--- src/rtl/icache_pkg.sv ---
// Shared types and constants for the direct-mapped instruction cache.
// Optional statistics counters are enabled with the ICACHE_STATS_EN macro.
package icache_pkg;

    typedef enum logic [1:0] {
        IDLE   = 2'd0,
        FETCH  = 2'd1,
        UPDATE = 2'd2
    } state_t;

    localparam int BLOCK_BITS  = 128;
    localparam int WORD_BITS   = 32;
    localparam int OFFSET_BITS = 4;

    function automatic int tag_width(input int addr_bits, input int index_bits);
        return addr_bits - index_bits - OFFSET_BITS;
    endfunction

endpackage

--- src/rtl/icache_if.sv ---
// CPU-side fetch port and memory-side block-read port of the instruction cache.
interface icache_if import icache_pkg::*; #(
    parameter int ADDR_BITS = 10
);
    // Handshakes: BUSYWAIT is the inverse of ready -- INSTRUCTION is valid for PC
    // in every cycle BUSYWAIT is low, and PC must be held while it is high.
    // MEM_READ is a request held until the first cycle MEM_BUSYWAIT is low;
    // MEM_READDATA is taken in that cycle.
    logic [31:0]                  PC;
    logic [WORD_BITS-1:0]         INSTRUCTION;
    logic                         BUSYWAIT;
    logic                         MEM_READ;
    logic [ADDR_BITS-OFFSET_BITS-1:0] MEM_ADDRESS;
    logic [BLOCK_BITS-1:0]        MEM_READDATA;
    logic                         MEM_BUSYWAIT;

    modport slave (
        input  PC, MEM_READDATA, MEM_BUSYWAIT,
        output INSTRUCTION, BUSYWAIT, MEM_READ, MEM_ADDRESS
    );

    modport master (
        output PC, MEM_READDATA, MEM_BUSYWAIT,
        input  INSTRUCTION, BUSYWAIT, MEM_READ, MEM_ADDRESS
    );
endinterface

--- src/rtl/icache_line_array.sv ---
// Valid/tag/data storage: one synchronous write port, one combinational read port.
module icache_line_array import icache_pkg::*; #(
    parameter int INDEX_BITS = 3,
    parameter int TAG_BITS   = 3
) (
    input  logic                  clk,
    input  logic                  rst_n,
    input  logic                  wr_en,
    input  logic [INDEX_BITS-1:0] wr_index,
    input  logic [TAG_BITS-1:0]   wr_tag,
    input  logic [BLOCK_BITS-1:0] wr_data,
    input  logic [INDEX_BITS-1:0] rd_index,
    output logic                  rd_valid,
    output logic [TAG_BITS-1:0]   rd_tag,
    output logic [BLOCK_BITS-1:0] rd_data
);
    localparam int LINES = 1 << INDEX_BITS;

    logic [LINES-1:0]      valid_q;
    logic [TAG_BITS-1:0]   tag_q  [LINES];
    logic [BLOCK_BITS-1:0] data_q [LINES];

    always_ff @(posedge clk) begin
        if (!rst_n) begin
            valid_q <= '0;
        end else if (wr_en) begin
            valid_q[wr_index] <= 1'b1;
        end
    end

    // Tag and data need no reset; a line is only trusted once its valid bit is set.
    always_ff @(posedge clk) begin
        if (wr_en) begin
            tag_q[wr_index]  <= wr_tag;
            data_q[wr_index] <= wr_data;
        end
    end

    assign rd_valid = valid_q[rd_index];
    assign rd_tag   = tag_q[rd_index];
    assign rd_data  = data_q[rd_index];

endmodule

--- src/rtl/icache.sv ---
// Direct-mapped read-only instruction cache with a 16-byte block refill FSM.
// Defining ICACHE_STATS_EN adds saturating HIT_COUNT / MISS_COUNT ports.
module icache import icache_pkg::*; #(
    parameter int ADDR_BITS  = 10,
    parameter int INDEX_BITS = 3
) (
    input  logic        CLK,
    input  logic        RESET,
    icache_if.slave     bus,
    output state_t      dbg_state
`ifdef ICACHE_STATS_EN
    ,
    output logic [15:0] HIT_COUNT,
    output logic [15:0] MISS_COUNT
`endif
);
    localparam int TAG_BITS = tag_width(ADDR_BITS, INDEX_BITS);
    localparam int BLK_BITS = ADDR_BITS - OFFSET_BITS;

    state_t                state_q, state_d;
    logic [BLK_BITS-1:0]   blk_q;
    logic [BLOCK_BITS-1:0] fill_q;
    logic [WORD_BITS-1:0]  instr_q;
    logic                  busy, mem_read;

    logic [BLK_BITS-1:0]   pc_blk;
    logic [INDEX_BITS-1:0] pc_index;
    logic [TAG_BITS-1:0]   pc_tag;
    logic [1:0]            pc_word;
    logic                  pc_unused;

    logic                  rd_valid;
    logic [TAG_BITS-1:0]   rd_tag;
    logic [BLOCK_BITS-1:0] rd_data;
    logic                  hit, wr_en;
    logic [WORD_BITS-1:0]  word_sel;

    // PC bits above ADDR_BITS alias by truncation; the byte offset is irrelevant.
    assign pc_blk    = bus.PC[ADDR_BITS-1:OFFSET_BITS];
    assign pc_index  = pc_blk[INDEX_BITS-1:0];
    assign pc_tag    = pc_blk[BLK_BITS-1:INDEX_BITS];
    assign pc_word   = bus.PC[3:2];
    assign pc_unused = ^{bus.PC[31:ADDR_BITS], bus.PC[1:0]};

    // Fills always target the block latched on entry to FETCH, not the live PC.
    assign wr_en = RESET && (state_q == UPDATE);

    icache_line_array #(
        .INDEX_BITS (INDEX_BITS),
        .TAG_BITS   (TAG_BITS)
    ) u_lines (
        .clk      (CLK),
        .rst_n    (RESET),
        .wr_en    (wr_en),
        .wr_index (blk_q[INDEX_BITS-1:0]),
        .wr_tag   (blk_q[BLK_BITS-1:INDEX_BITS]),
        .wr_data  (fill_q),
        .rd_index (pc_index),
        .rd_valid (rd_valid),
        .rd_tag   (rd_tag),
        .rd_data  (rd_data)
    );

    assign hit      = rd_valid && (rd_tag == pc_tag);
    assign word_sel = rd_data[{pc_word, 5'b0} +: WORD_BITS];

    always_ff @(posedge CLK) begin
        if (!RESET) begin
            state_q <= IDLE;
            blk_q   <= '0;
            fill_q  <= '0;
            instr_q <= '0;
        end else begin
            state_q <= state_d;
            if (state_q == IDLE && !hit) blk_q <= pc_blk;
            if (state_q == FETCH && !bus.MEM_BUSYWAIT) fill_q <= bus.MEM_READDATA;
            if (state_q == IDLE && hit) instr_q <= word_sel;
        end
    end

    always_comb begin
        state_d  = state_q;
        busy     = 1'b0;
        mem_read = 1'b0;
        case (state_q)
            IDLE: begin
                if (!hit) begin
                    busy    = 1'b1;
                    state_d = FETCH;
                end
            end
            FETCH: begin
                busy     = 1'b1;
                mem_read = 1'b1;
                if (!bus.MEM_BUSYWAIT) state_d = UPDATE;
            end
            UPDATE: begin
                busy    = 1'b1;
                state_d = IDLE;
            end
            default: state_d = IDLE;
        endcase
    end

    // Outputs are forced quiet while RESET is low, independent of state.
    assign bus.BUSYWAIT    = RESET && busy;
    assign bus.MEM_READ    = RESET && mem_read;
    assign bus.MEM_ADDRESS = (RESET && state_q == FETCH) ? blk_q : '0;
    assign bus.INSTRUCTION = !RESET ? '0 :
                             (state_q == IDLE && hit) ? word_sel : instr_q;
    assign dbg_state       = state_q;

`ifdef ICACHE_STATS_EN
    always_ff @(posedge CLK) begin
        if (!RESET) begin
            HIT_COUNT  <= '0;
            MISS_COUNT <= '0;
        end else if (state_q == IDLE) begin
            if (hit && HIT_COUNT != 16'hFFFF) HIT_COUNT <= HIT_COUNT + 16'd1;
            if (!hit && MISS_COUNT != 16'hFFFF) MISS_COUNT <= MISS_COUNT + 16'd1;
        end
    end
`endif

endmodule
--- src/flat_wrapper.sv ---
// flat-port wrapper written by rule: the top's interface ports become plain ports
module icache_flat import icache_pkg::*;
#(
    parameter int ADDR_BITS  = 10,
    parameter int INDEX_BITS = 3
)
  (CLK, RESET, dbg_state, bus_PC, bus_MEM_READDATA, bus_MEM_BUSYWAIT, bus_INSTRUCTION, bus_BUSYWAIT, bus_MEM_READ, bus_MEM_ADDRESS);
  icache_if #(.ADDR_BITS(ADDR_BITS)) bus_i ();
  input  logic CLK;
  input  logic RESET;
  output state_t dbg_state;
  input wire logic [$bits(bus_i.PC)-1:0] bus_PC;
  input wire logic [$bits(bus_i.MEM_READDATA)-1:0] bus_MEM_READDATA;
  input wire logic [$bits(bus_i.MEM_BUSYWAIT)-1:0] bus_MEM_BUSYWAIT;
  output wire logic [$bits(bus_i.INSTRUCTION)-1:0] bus_INSTRUCTION;
  output wire logic [$bits(bus_i.BUSYWAIT)-1:0] bus_BUSYWAIT;
  output wire logic [$bits(bus_i.MEM_READ)-1:0] bus_MEM_READ;
  output wire logic [$bits(bus_i.MEM_ADDRESS)-1:0] bus_MEM_ADDRESS;
  assign bus_i.PC = bus_PC;
  assign bus_i.MEM_READDATA = bus_MEM_READDATA;
  assign bus_i.MEM_BUSYWAIT = bus_MEM_BUSYWAIT;
  assign bus_INSTRUCTION = bus_i.INSTRUCTION;
  assign bus_BUSYWAIT = bus_i.BUSYWAIT;
  assign bus_MEM_READ = bus_i.MEM_READ;
  assign bus_MEM_ADDRESS = bus_i.MEM_ADDRESS;
  icache #(.ADDR_BITS(ADDR_BITS), .INDEX_BITS(INDEX_BITS)) u_core (.CLK(CLK), .RESET(RESET), .bus(bus_i), .dbg_state(dbg_state));
endmodule
--- config.mk ---
export PLATFORM = sky130hd
export DESIGN_NAME = icache_flat
export DESIGN_NICKNAME = d
export VERILOG_FILES = /design/src/rtl/icache_pkg.sv /design/src/rtl/icache_if.sv /design/src/rtl/icache_line_array.sv /design/src/rtl/icache.sv /design/src/flat_wrapper.sv
export SDC_FILE = /design/constraint.sdc
export NUM_CORES = 1
export LEC_CHECK = 0
export ABC_AREA = 1
export BUFFER_PORTS_ARGS = -buffer_cell sky130_fd_sc_hd__buf_2
export CELL_PAD_IN_SITES_DETAIL_PLACEMENT = 1
export CELL_PAD_IN_SITES_GLOBAL_PLACEMENT = 2
export CORE_ASPECT_RATIO = 0.5
export CORE_MARGIN = 2
export CORE_UTILIZATION = 39
export CTS_BUF_LIST = sky130_fd_sc_hd__clkbuf_4 sky130_fd_sc_hd__clkbuf_8
export DETAILED_ROUTE_END_ITERATION = 12
export PLACE_DENSITY = 0.88
export SYNTH_ARGS = -nofsm -noshare
export SYNTH_HDL_FRONTEND = slang
export SYNTH_SLANG_ARGS = --single-unit
--- constraint.sdc ---
create_clock -name CLK -period 6.36 [get_ports CLK]
set_input_delay 0.636 -clock CLK [delete_from_list [all_inputs] [get_ports CLK]]
set_output_delay 0.636 -clock CLK [all_outputs]
set_load 0.01 [all_outputs]
==> metrics <==
TritonCTS clock tree yes; final clock skew 0.02531 ns; first drt pass iteration count 5; Seq cells post-synth 1224; Die W 501.3 um; worst path required time 5.72 ns; area grow syn2layout 14.36%; syn_nets 4460; Num CTS Buffers 177; # IOs 205; vias in the first global route 34960; Worst slew margin 19.94%; H-tree levels 4; worst hold path startpoint bus_MEM_READDATA[22]; peak supply drop 0.1942 mV; largest net degree at the start of global routing 204; capture point of the worst reg-to-reg path u_core.u_lines.data_q[0][38]$_DFFE_PP_; met2 Use GR 37.70%; Pleak 20.72 nW; fin. max-slew vios 0; port bufs 180; crit path time final 4.482 ns; Reg2Reg Depth 8; Total GRT Usage 22.04%; reg-to-reg slack, setup 3.50 ns; commonest non-fill, non-tap cell in the layout nand2_1; crit start category input pin; core box area 123000 um2; Setup Viol. Count Final 0; CP Capture Type output pin; Multi-input gate area 11760 um2; Post-CTS Setup Inserts 0; status finished clean; clk buf depth 3; Via density 5.352; die area 126700 um2; hold endpoint u_core.fill_q[22]$_SDFFE_PN0P_; most frequent cells in the layout nand2_1 (1277), edfxtp_1 (1048), nand3_1 (926); GR Util met1 28.97%; CP Data Arrival Time 3.85 ns; RSZ-0062 raised after global routing no; via count 33650; PD cells 311.8 nW/um2; CTS Sinks 1224; global route overflow 0; RD Place Congestion 0.7552; met3 usage 2.744%; cell area after layout 55160 um2; FF/Latch Area 34990 um2; max-cap violations 0; Final HPWL DP 73120 um; peak fanout along the critical path 97; final hold vios 0; hold path cells 3; fillcell total 13200; Worst R2R Start u_core.dbg_state[0]$_SDFFE_PN0P_; Setup CP Type in -> out; min-delay worst type in -> reg; placed standard-cell area 50520 um2; Max Freq 0.2231 GHz; Gate Count Post-Synth 4291; Initial Util 39.22%; first-pass GRT wire length 211000 um; WL final 141100 um; Synth Cell Area 48230 um2; hold slack 0.06271 ns; Warnings, synthesis 0; average wire per standard cell 22.44 um; drc violations 0; fraction of layout cells with a size suffix above 1 12.35%; crit share post-route 70.47%; CTS Root Cell clkbuf_8; Distinct cells, synth 20; Final ANT Viol Nets 0; number of cell rows 91; initial antenna violation count 5; Seq/Total Area, Yosys 72.56%; Worst-Margin Slew 1.201 ns; Syn Area/Cell 11.24 um2; First DRT Iteration DRCs 2934; Die Ht 252.7 um; Worst-Skew Late Latency 0.86 ns; GR peak layer met2; Layout Nets 4671; clk slew on worst S/H paths 0.06 ns
==> logic make-up after synthesis <==
kind of cell / share of synthesized area [%]
fa+ha+maj: 0.1556
buf+inv: 3.199
simple gates: 22.19
compound gates: 1.899
flops: 72.56
==> cell usage after synthesis <==
cell type / count / area share (%)
a21oi_2: 20 / 0.36
inv_2: 3 / 0.023
dfxtp_1: 176 / 7.3
nor2_2: 2 / 0.026
nand3_1: 926 / 9.6
nor2_1: 328 / 2.6
nand3_2: 1 / 0.021
nand2_1: 1277 / 9.9
nand2_2: 1 / 0.013
buf_4: 2 / 0.031
edfxtp_1: 1048 / 65
clkbuf_1: 115 / 0.90
a21oi_1: 20 / 0.21
buf_2: 141 / 1.5
inv_1: 74 / 0.58
o21ai_0: 128 / 1.3
nand3b_1: 2 / 0.031
ha_1: 6 / 0.16
buf_6: 3 / 0.070
buf_1: 18 / 0.14
==> metal layers <==
layer	routed length (um)	up-vias
met4	3709	4
met3	7236	239
met1	60000	17140
li1	-	15280
met5	27	-
met2	70130	983
==> power by group <==
group          internal (W)  switching, W  leakage [nW]
Clock               0.00348       0.00303          1.98
Combinational      0.000352      0.000925          7.60
Sequential          0.00912      0.000292          11.1
==> flip-flops by register name (all words and copies together) (netlist names) <==
signal,count
u_core.blk_q,6
u_core.dbg_state,2
u_core.fill_q,128
u_core.instr_q,32
u_core.u_lines.data_q,1024
u_core.u_lines.tag_q,24
u_core.u_lines.valid_q,8
==> critical path, cell delays in order <==
cell and delay [ns]:
clkbuf_8 0.34, inv_8 0.68, buf_4 0.67, nand3_1 0.15, nand3_1 0.13, nand3_1 0.22, nand2_1 0.24, nand2_1 0.15
a21oi_1 0.27, nor2_1 0.08, buf_2 0.15
==> per-stage QoR <==
step	setup TNS [ns]	total power, W	setup WS [ns]	util (%)	cells
after floorplan	-457.96	0.01022	-0.5810	-	4291
after global placement	0	0.01072	1.881	41.08	5860
after detailed placement	0	0.01080	1.878	41.08	5860
after CTS	0	0.01729	1.888	44.85	6283
after global routing	0	0.01780	1.771	44.85	6286
final	0	0.01720	1.878	44.85	6287
==> final cells by class <==
| cell class | instances | area share [%] |
|---|---|---|
| Timing Repair Buffer | 311 | 4.208 |
| Antenna cell | 4 | 0.01815 |
| Clock buffer | 289 | 6.327 |
| Tap cell | 1627 | 3.691 |
| Multi-Input combinational cell | 2711 | 21.32 |
| Inverter | 77 | 0.5603 |
| Sequential cell | 1224 | 63.45 |
| Clock inverter | 44 | 0.4265 |
==> how the worst max path moves through the flow <==
stage	from	end	slack, ns	depth (start not counted)
2_1_floorplan	RESET	u_core.u_lines.data_q[2][0]$_DFFE_PP_	-0.58	4
3_3_place_gp	bus_PC[5]	bus_INSTRUCTION[3]	1.88	11
3_5_place_dp	bus_PC[5]	bus_INSTRUCTION[3]	1.88	11
4_1_cts	bus_PC[5]	bus_INSTRUCTION[3]	1.89	11
5_1_grt	bus_PC[5]	bus_INSTRUCTION[16]	1.77	11
6_report	bus_PC[5]	bus_INSTRUCTION[3]	1.88	11
==> repair_timing <==
action                    in CTS  in global routing
resized for setup              0                  0
hold endpoints to repair      90                  0
hold buffers                  90                  0
(Power assumes the default switching activity.)
